--- src/rtl/fir_pkg.sv ---
// Shared definitions for the FIR tap sequencer slice.
// Holds the default widths, the sequencer state encoding and a helper that
// computes the narrowest accumulator that can never overflow.
package fir_pkg;

  localparam int FIR_DATA_W = 8;   // signed sample width
  localparam int FIR_COEF_W = 8;   // signed coefficient width
  localparam int FIR_TAPS   = 8;   // number of taps
  localparam int FIR_ACC_W  = 19;  // signed accumulator / output width

  typedef enum logic [1:0] {
    IDLE = 2'd0,
    MAC  = 2'd1,
    DONE = 2'd2
  } fir_state_e;

  // Full-precision product plus one bit per doubling of the tap count.
  function automatic int fir_min_acc_w(input int data_w, input int coef_w, input int taps);
    return data_w + coef_w + $clog2(taps);
  endfunction

endpackage

--- src/rtl/fir_tap_sequencer_tick_edge_detect.sv ---
// Synchronous rising-edge detector for a divided clock level (clkby4,
// clkby64, ...) that is treated as ordinary data in the clk domain.
//   clk   : system clock
//   rst   : synchronous active-high reset
//   level : divided clock level, sampled on clk
//   rise  : high for the one cycle in which level is 1 and was 0 last cycle
// The history bit resets to 1 so a level already high when reset is released
// is not mistaken for an edge; a low-then-high transition is required.
module tick_edge_detect (
  input  logic clk,
  input  logic rst,
  input  logic level,
  output logic rise
);

  logic prev_reg;

  always_ff @(posedge clk) begin
    if (rst) begin
      prev_reg <= 1'b1;
    end else begin
      prev_reg <= level;
    end
  end

  assign rise = level & ~prev_reg;

endmodule

--- src/rtl/fir_tap_sequencer.sv ---
// FIR tap sequencer: captures one sample per rising edge of the divided
// sample clock into a tap delay line, then walks a single multiply-accumulate
// unit through the taps (one per clk) and presents the exact sum.
//   clk, rst     : system clock, synchronous active-high reset
//   sample_tick  : divided sample clock level (clkby64)
//   din          : signed sample, captured in the edge cycle
//   coef_wr_en   : coefficient write strobe (honoured only in IDLE, no edge)
//   coef_addr    : coefficient index; indices >= TAPS are ignored
//   coef_wdata   : signed coefficient value
//   dout         : signed filter output, held until the next result
//   dout_valid   : one-cycle pulse when dout updates
//   busy         : high while the sequencer is not IDLE
//   overrun      : sticky; a tick edge arrived while busy (sample dropped)
module fir_tap_sequencer
  import fir_pkg::*;
#(
  parameter int DATA_W = FIR_DATA_W,
  parameter int COEF_W = FIR_COEF_W,
  parameter int TAPS   = FIR_TAPS,
  parameter int ACC_W  = FIR_ACC_W
) (
  input  logic                       clk,
  input  logic                       rst,
  input  logic                       sample_tick,
  input  logic signed [DATA_W-1:0]   din,
  input  logic                       coef_wr_en,
  input  logic [$clog2(TAPS)-1:0]    coef_addr,
  input  logic signed [COEF_W-1:0]   coef_wdata,
  output logic signed [ACC_W-1:0]    dout,
  output logic                       dout_valid,
  output logic                       busy,
  output logic                       overrun
);

  localparam int AW     = $clog2(TAPS);
  localparam int PROD_W = DATA_W + COEF_W;

  // TAPS <= 62 keeps a whole result inside one 64-clk sample period.
  if (TAPS < 2 || TAPS > 62 || ACC_W < fir_min_acc_w(DATA_W, COEF_W, TAPS)) begin : g_bad_params
    $error("fir_tap_sequencer: illegal TAPS/ACC_W combination");
  end

  fir_state_e                state_reg;
  logic [AW-1:0]             idx_reg;
  logic signed [ACC_W-1:0]   acc_reg;
  logic signed [ACC_W-1:0]   acc_next;
  logic signed [ACC_W-1:0]   dout_reg;
  logic                      dout_valid_reg;
  logic                      overrun_reg;
  logic signed [DATA_W-1:0]  x_reg [TAPS];
  logic signed [COEF_W-1:0]  c_reg [TAPS];
  logic signed [PROD_W-1:0]  prod;
  logic                      tick_rise;
  logic                      load;
  logic                      coef_we;
  logic                      last_tap;

  tick_edge_detect u_tick_edge (
    .clk   (clk),
    .rst   (rst),
    .level (sample_tick),
    .rise  (tick_rise)
  );

  // An edge outside IDLE drops its sample; the delay line stays untouched.
  assign load = tick_rise && (state_reg == IDLE);
  // An edge has priority over a coincident coefficient write.
  assign coef_we = coef_wr_en && (state_reg == IDLE) && !tick_rise;

  // Operands are sign-extended before multiplying so the product is exact.
  assign prod     = PROD_W'(x_reg[idx_reg]) * PROD_W'(c_reg[idx_reg]);
  assign acc_next = acc_reg + ACC_W'(prod);
  assign last_tap = (idx_reg == AW'(TAPS - 1));

  // Tap delay line: x[0] takes the new sample, older samples shift down.
  always_ff @(posedge clk) begin
    if (rst) begin
      x_reg[0] <= '0;
    end else if (load) begin
      x_reg[0] <= din;
    end
  end

  for (genvar gi = 1; gi < TAPS; gi++) begin : g_delay
    always_ff @(posedge clk) begin
      if (rst) begin
        x_reg[gi] <= '0;
      end else if (load) begin
        x_reg[gi] <= x_reg[gi-1];
      end
    end
  end

  // Coefficient bank; an address with no matching tap writes nothing.
  for (genvar gi = 0; gi < TAPS; gi++) begin : g_coef
    always_ff @(posedge clk) begin
      if (rst) begin
        c_reg[gi] <= '0;
      end else if (coef_we && (coef_addr == AW'(gi))) begin
        c_reg[gi] <= coef_wdata;
      end
    end
  end

  // Sequencer. dout/dout_valid are loaded on the final MAC step so that they
  // are registered and visible throughout the DONE cycle.
  always_ff @(posedge clk) begin
    if (rst) begin
      state_reg      <= IDLE;
      idx_reg        <= '0;
      acc_reg        <= '0;
      dout_reg       <= '0;
      dout_valid_reg <= 1'b0;
      overrun_reg    <= 1'b0;
    end else begin
      dout_valid_reg <= 1'b0;
      if (tick_rise && (state_reg != IDLE)) begin
        overrun_reg <= 1'b1;
      end
      case (state_reg)
        IDLE: begin
          if (tick_rise) begin
            acc_reg   <= '0;
            idx_reg   <= '0;
            state_reg <= MAC;
          end
        end
        MAC: begin
          acc_reg <= acc_next;
          idx_reg <= idx_reg + AW'(1);
          if (last_tap) begin
            dout_reg       <= acc_next;
            dout_valid_reg <= 1'b1;
            state_reg      <= DONE;
          end
        end
        DONE: begin
          state_reg <= IDLE;
        end
        default: begin
          state_reg <= IDLE;
        end
      endcase
    end
  end

  assign dout       = dout_reg;
  assign dout_valid = dout_valid_reg;
  assign busy       = (state_reg != IDLE);
  assign overrun    = overrun_reg;

endmodule
--- config.mk ---
export PLATFORM = sky130hd
export DESIGN_NAME = fir_tap_sequencer
export DESIGN_NICKNAME = d
export VERILOG_FILES = /design/src/rtl/fir_pkg.sv /design/src/rtl/fir_tap_sequencer_tick_edge_detect.sv /design/src/rtl/fir_tap_sequencer.sv
export SDC_FILE = /design/constraint.sdc
export NUM_CORES = 1
export LEC_CHECK = 0
export CAP_MARGIN = 20
export CORE_MARGIN = 2
export CORE_UTILIZATION = 60
export DETAILED_ROUTE_END_ITERATION = 8
export HOLD_SLACK_MARGIN = 0.08
export PLACE_DENSITY = 0.76
export SYNTH_ARGS = -nofsm -noshare
export SYNTH_HDL_FRONTEND = slang
export SYNTH_SLANG_ARGS = --single-unit
--- constraint.sdc ---
create_clock -name clk -period 18.63 [get_ports clk]
set_clock_uncertainty 0.05 [all_clocks]
set_input_delay 2.7945 -clock clk [delete_from_list [all_inputs] [get_ports clk]]
set_output_delay 2.7945 -clock clk [all_outputs]
set_load 0.05 [all_outputs]
Yosys cells after proc, flatten, opt, wreduce, memory -nomap -nowiden
Memories as Yosys holds them, arrays and structs flattened. A register that Yosys moved wholly into a read port is not among the register bits.
Cells that the tools add are included.
W data, S select, Z words.
{ "classes": {"add_sub_neg": 2, "multipliers": 1, "eq_ne": 11, "mux": 57, "bitwise": 19, "reduce_logical": 21} }
{ "ops": {"columns": ["operator", "count"], "rows": [
  ["$mux W8", 16],
  ["$pmux W19 S2", 1],
  ["$mux W1", 30],
  ["$add A19 B16 Y19", 1],
  ["$mux W19", 1],
  ["$mul A8 B8 Y16", 1],
  ["$or A1 B1 Y1", 16],
  ["$eq A3 B3 Y1 const B", 5],
  ["$mux W3", 5],
  ["$logic_and A1 B1 Y1", 12],
  ["$eq A3 B2 Y1 const B", 2],
  ["$pmux W3 S2", 1],
  ["$reduce_and A2 Y1", 3],
  ["$mux W2", 2],
  ["$ne A2 B2 Y1 const B", 2],
  ["$pmux W2 S2", 1],
  ["$reduce_bool A2 Y1", 2],
  ["$add A3 B1 Y3 const B", 1],
  ["$eq A3 B1 Y1 const B", 1],
  ["$logic_not A3 Y1", 1],
  ["$eq A2 B1 Y1 const B", 1],
  ["$logic_not A2 Y1", 1],
  ["$not A1 Y1", 2],
  ["$reduce_or A2 Y1", 1],
  ["other kinds (2)", 2]
]} }
{ "word_totals": {"ff_bits": 46, "ram_bits": 128, "output_inout_bits": 22, "wordCells": 120, "memories": 2} }
{ "mem_list": {"columns": ["memory", "depth", "word_bits", "read_ports", "rd_ports_with_merged_regs", "wr", "line_no", "rtl"], "rows": [
  ["c_reg", 8, 8, 1, 1, 8, "fir_tap_sequencer.sv:51", "logic signed [COEF_W-1:0] c_reg [TAPS];"],
  ["x_reg", 8, 8, 8, 1, 8, "fir_tap_sequencer.sv:50", "logic signed [DATA_W-1:0] x_reg [TAPS];"]
]} }

Depth between registers and ports, before layout
Gate-level depths: netlist of the first run.
{ "logic_depth": {"depth_word": 9, "depth_mapped": 23, "ltp_nobuf": 21} }

Cells and area by module
Synthesis of the first run repeated with hierarchy kept, for this count alone.
{ "hier_totals": {"hier_cells": 887, "area_unflattened_um2": 10796.6} }
{ "modules_own_cells": {"columns": ["module", "instances", "cells_each", "area_each_um2"], "rows": [
  ["fir_tap_sequencer", 1, 884, 10764.1],
  ["tick_edge_detect", 1, 3, 32.5]
]} }

Worst setup path before layout of the first run
Ideal clock, no wire load.
{ "synth_timing": {"path_type": "input to register", "start": "input sample_tick", "end": "memory x_reg[0][0] in the netlist's numbering, enable pin", "setup_ns": 0.574, "arrival_time_ns": 7.399, "t_required_ns": 18.006, "setup_slack_ns": 10.607, "stages": 2, "path_buffers": 0, "cell_sequence": "nand2b_1 > o21ai_0"} }
{ "synth_rtl": {"columns": ["element", "line_no", "rtl"], "rows": [
  ["start, declared", "fir_tap_sequencer.sv:24", "input logic sample_tick,"],
  ["end, declared", "fir_tap_sequencer.sv:50", null]
]} }

==> results of run 1 <==
## layout make-up
cell class | count | area share (%)
Timing Repair Buffer | 62 | 4.75
Sequential cell | 177 | 39.7
Tap cell | 229 | 2.36
Multi-Input combinational cell | 575 | 45.1
Clock buffer | 17 | 3.50
Clock inverter | 15 | 1.48
Inverter | 102 | 3.15
## layer usage
metal | up-vias | global-route usage, %
li1 | 3117 | -
met1 | 3350 | 34.1
met2 | 181 | 39.7
met3 | 26 | 3.71
met4 | 0 | 8.22
met5 | - | 0
## through the flow
step	setup slack (ns)	hold WS [ns]
2_1_floorplan	10.61	0.413
3_3_place_gp	11.75	0.394
3_5_place_dp	11.62	0.398
4_1_cts	11.57	0.409
5_1_grt	11.22	0.426
6_report	11.67	0.407
## report_power, final
group	internal (mW)	switching, mW
Sequential	0.444	0.0140
Combinational	0.231	0.331
Clock	0.182	0.179
## worst max-delay path: cells and delay by family, from the launching register on
family                   cells  cell delay, ns
adder cells (fa/ha/maj)      6            2.69
AND/OR/NAND/NOR              2            0.44
multiplexers                 2            1.13
buffers and inverters        4            0.93
flip-flops                   1            0.34
AO/OA/AOI/OAI                5            1.23
## logic make-up (layout without fill, tap and decap cells)
family          Yosys count  after routing  share of synthesized area [%]
simple gates            290            290                           14.3
buf+inv                 133            196                           4.68
mux                      49             49                           8.28
compound gates           89             89                           5.73
xor+xnor                 17             17                           1.38
flops                   177            177                           44.7
fa+ha+maj               130            130                           20.9
## cells in the final DEF (no fill, tap or decap), types with 15 or more instances in the layout
master	n
and2_1	132
edfxtp_1	128
inv_1	102
fa_1	84
nor2_1	76
dfxtp_1	48
ha_1	46
clkdlybuf4s50_1	44
nand2_1	35
mux4_2	32
a21oi_1	23
clkbuf_16	17
buf_4	16
mux2i_1	15
## how the worst max path moves through the flow
| stage | end | depth (start not counted) | startpoint | slack, ns |
|---|---|---|---|---|
| after CTS | acc_reg[18]$_SDFFE_PP0P_ | 20 | flip-flop | 11.57 |
| after global routing | acc_reg[16]$_SDFFE_PP0P_ | 19 | flip-flop | 11.22 |
| after detailed placement | acc_reg[18]$_SDFFE_PP0P_ | 20 | flip-flop | 11.62 |
| after global placement | acc_reg[18]$_SDFFE_PP0P_ | 20 | flip-flop | 11.75 |
| final | acc_reg[16]$_SDFFE_PP0P_ | 19 | flip-flop | 11.67 |
| after floorplan | x_reg[0][0]$_SDFFCE_PN0P_ | 2 | sample_tick | 10.61 |
==> results.toml, run 1 <==
[drt]
ant_nets = 0
totalWireLength_um = 22000
post-route-drc-count = 0
wire_per_inst_um = 18.6
route.vias.total = 6674
route.met3.wl_um = 1050
wl_met2_um = 11000
highest_layer = "met4"
viasPerCell = 5.67
dr.pass1.iters = 5
wl_met1_um = 9440
drtIter0Drc = 451

[die]
io_pins = 45
die-width_um = 138
die_area_um2 = 19100
rows = 49
die_h_um = 138
core_um2 = 17800
initial_core_util_pct = 60.7

[yosys]
synth.cell_area_um2 = 10800
ys_types = 47
synth_edf_count = 128
yosysMostFrequentCell = "and2_1"
syn_avg_cell_area_um2 = 12.2
synthFlopType = "edfxtp_1"
ys_seq_elements = 177
yosysTopAreaCell = "edfxtp_1"
yosys-top-cells-count = "and2_1, edfxtp_1, inv_1"
synth.net_count = 1038
synth_warnings = 0
synth_top_area_share_pct = 35.6
ys_seq_area_share_pct = 44.7
synth_cells = 885
async_flop_share_pct = 0
synth.area.top_cells = "edfxtp_1, fa_1, dfxtp_1, and2_1, mux4_2"

[clock_network]
clk_pin_slew_ns = 0.08
cts_sinks = 177
cts_resized = 0
post_cts_buffers = 0
hold_buffers = 0
cts-root-buf = "clkbuf_16"
insertion_delay_ns = 0.44
cts_max_level = 4
cts_buffer_depth = 2
cts_tree = "yes"
numCtsBuffers = 17

[final_layout]
nets = 1088
final_util_pct = 68.4
fin_area_um2 = 12200
stdcell_count = 1177
drive_gt1_share_pct = 10.1
syn_to_final_growth_pct = 12.6
fillers = 1318
regArea_um2 = 4830
antenna_cells = 0
multi_input_area_um2 = 5480

[flow_run]
cap_violations = 0

[grt]
antenna_found_initial = 0
grt_max_degree = 65
grt_pass1_wl_um = 36200
grt_usage_pct = 24.4
grt_pass1_vias = 6919
grt-ovfl-total = 0

[timing]
tns_ns = 0
maxSlewViolCount = 0
final_hold_viol_count = 0
setup_viol = 0
relSlewSlack_pct = 25.0
rsz0062_at_grt = "false"
timing.final.crit_share_pct = 37.4
tightest_slew_ns = 1.12
fmax_ghz = 0.144
min_period_ns = 6.96

[setup_path]
crit_chain = "buf_4, mux4_2, mux2i_1, nor2b_1, buf_4, inv_1, fa_1, inv_1, fa_1, fa_1, fa_1, fa_1, ha_1, o211ai_2, a21oi_1, o31a_1, o41a_1, or3_1, a32o_1"
arrival_ns = 7.24
r2r_slack_ns = 11.67
rr_worst_depth = 19
endpoint_kind = "flip-flop"
criticalPathCategory = "reg2reg"
critPathRequiredTime_ns = 18.91
critPathLaunchType = "flip-flop"
path_common_cell = "fa_1"
slowest_stage = "mux4_2"
critPathMaxFanout = 31
r2r_end = "acc_reg[16]$_SDFFE_PP0P_"
critPathMaxStageDelay_ns = 0.58

[worst_hold_path]
hold_depth = 2
min_to = "dout[4]$_SDFFE_PP0P_"
hp-class = "reg2reg"
hp-start = "dout[4]$_SDFFE_PP0P_"

[placed_design]
port_buffers = 44
post_dp_cell_area_um2 = 11500
placed_cells = 1144
hpwl_um = 15900
place_congestion = 0.903

[pwr]
total_power_mw = 1.38
powerDensity_nw_per_um2 = 114
p_leak_nw = 4.98
ir_drop_mv = 0.0646

[outcome]
outcome = "completed"
Power figures use the tool's default switching activity.
==> run 2, diff against run 1 <==
CORE_UTILIZATION = 56   (was 60)
PLACE_DENSITY = 0.74   (was 0.76)
clock period = 5.7 ns   (was 18.63 ns; I/O delays follow)
==> results.toml, run 2 (synthesis results as in run 1) <==
[placed_design]
hpwl_um = 17000
dp_slack_ns = -0.326
post_dp_cell_area_um2 = 12300
place_congestion = 0.899
port_buffers = 44
placed_cells = 1254

[drt]
route.vias.total = 7166
ant_nets = 0
wire_per_inst_um = 18.5
post-route-drc-count = 0
viasPerCell = 5.50
totalWireLength_um = 24000
dr.pass1.iters = 5
drtIter0Drc = 615

[timing]
final_hold_viol_count = 0
setup_viol = 8
maxSlewViolCount = 0
setup_ws_ns = -0.311
min_period_ns = 6.01
tightest_slew_ns = 0.944
rsz0062_at_grt = "true"
fmax_ghz = 0.166
relSlewSlack_pct = 36.6
timing.final.crit_share_pct = 105

[final_layout]
drive_gt1_share_pct = 23.4
final_common_cell = "and2_1"
nets = 1182
final_util_pct = 71.0
fin_area_um2 = 13400
stdcell_count = 1302
mostFrequentLayoutCells = "and2_1, edfxtp_1, buf_4"
fillers = 1266
syn_to_final_growth_pct = 24.0
antenna_cells = 0

[grt]
antenna_found_initial = 0
grt_pass1_vias = 7302
grt_max_degree = 65
grt-ovfl-total = 0
grt_pass1_wl_um = 38600
grt_usage_pct = 25.0

[clock_network]
cts_sinks = 177
hold_buffers = 0
insertion_delay_ns = 0.44
cts_max_level = 4
numCtsBuffers = 17
cts-root-buf = "clkbuf_16"
cts_buffer_depth = 2
cts_tree = "yes"
clk_pin_slew_ns = 0.07

[pwr]
switchingPower_mw = 1.94
combPwrFrac_pct = 48.2
p_seq_share_pct = 28.0
pwr-share-clk_pct = 23.8
swShare_pct = 36.1
total_power_mw = 5.36
ir_drop_mv = 0.256
p_leak_nw = 5.57
powerDensity_nw_per_um2 = 401
p_int_mw = 3.42

[die]
rows = 50
die_area_um2 = 20400
io_pins = 45
die_h_um = 143
initial_core_util_pct = 57.3
core_um2 = 18800
die-width_um = 143

[outcome]
violations = "setup timing"
outcome = "finished with violations"

[setup_path]
endpoint_kind = "flip-flop"
slowest_stage = "fa_1"
crit_family = "adder cells"
critPathMaxStageDelay_ns = 0.61
arrival_ns = 6.29
critPathBufInv = 3
criticalPathCategory = "reg2reg"
path_common_cell = "fa_1"
crit_chain = "buf_12, mux4_2, mux2_4, buf_4, nand2b_1, fa_1, inv_2, fa_1, fa_1, fa_1, fa_1, ha_4, o211ai_2, a21oi_2, o31a_1, o41a_1, or3_4, a32o_1"
critPathLaunchType = "flip-flop"
critPathRequiredTime_ns = 5.98
critPathMaxFanout = 8

[worst_hold_path]
hp-class = "reg2reg"

[flow_run]
cap_violations = 0
-- run 2: cell types whose count changed in the layout (fill, tap and decap cells not counted), moves of 4 or more --
cell / before / now
a21oi_2: 0 / 5
fa_1: 84 / 79
mux2i_1: 15 / 6
ha_1: 46 / 39
inv_2: 0 / 5
buf_4: 16 / 104
ha_4: 0 / 6
fa_2: 0 / 5
bufinv_16: 0 / 4
inv_1: 102 / 97
mux2i_4: 0 / 6
buf_12: 0 / 4
a21oi_1: 23 / 16
-- run 2: cell type report --
type	instances	area [µm²]	share of cell area, %
timing repair buffer	156	1350	10.1
multi-input combinational	575	5830	43.6
clock inverter	15	226	1.69
clock buffer	17	425	3.18
inverter	102	383	2.86
tap	260	325	2.43
sequential	177	4830	36.1
-- run 2: power by group through the flow --
| stage | clock (mW) | sequential, mW | combinational [mW] |
|---|---|---|---|
| 2_1_floorplan | 0 | 1.51 | 1.39 |
| 3_3_place_gp | 0 | 1.53 | 2.10 |
| 3_5_place_dp | 0 | 1.53 | 2.13 |
| 4_1_cts | 1.29 | 1.50 | 2.22 |
| 5_1_grt | 1.33 | 1.51 | 2.82 |
| 6_report | 1.28 | 1.50 | 2.58 |
-- run 2: through the flow --
step                      TNS (ns)  hold slack, ns
after floorplan             -0.359           0.413
after global placement       -1.46           0.394
after detailed placement     -2.57           0.400
after CTS                   -0.748           0.411
after global routing         -3.44           0.423
final                        -1.34           0.411
-- run 2: per-layer routing --
| layer | share of wire [%] | vias to the layer above | global-route usage (%) |
|---|---|---|---|
| li1 | - | 3320 | - |
| met1 | 42 | 3577 | 35.1 |
| met2 | 50 | 223 | 40.2 |
| met3 | 6.0 | 46 | 4.93 |
| met4 | 2.2 | 0 | 7.09 |
| met5 | 0 | - | 0 |
-- run 2: repair_timing --
action	CTS	global route
pin swaps	4	11
setup endpoints to repair	18	21
setup buffers	10	4
gates resized for setup	22	33
cloned	0	1
-- run 2: path summary, 6_finish.rpt --
path	startpoint	endpoint	slack, ns	cells after the start
worst max register to register	flip-flop	dout[16]$_SDFFE_PP0P_	-0.31	18
worst max-delay path	flip-flop	dout[16]$_SDFFE_PP0P_	-0.31	18
worst min register to register	dout[0]$_SDFFE_PP0P_	dout[0]$_SDFFE_PP0P_	0.41	2
worst min-delay path	dout[0]$_SDFFE_PP0P_	dout[0]$_SDFFE_PP0P_	0.41	2
-- run 2: worst register-to-register path: cells and delay by family (launching register included) --
family	cells	cell delay [ns]
AO/OA/AOI/OAI	5	1.12
multiplexers	2	0.84
AND/OR/NAND/NOR	2	0.44
adder cells (fa/ha/maj)	6	2.67
buffers and inverters	3	0.39
flip-flops	1	0.41
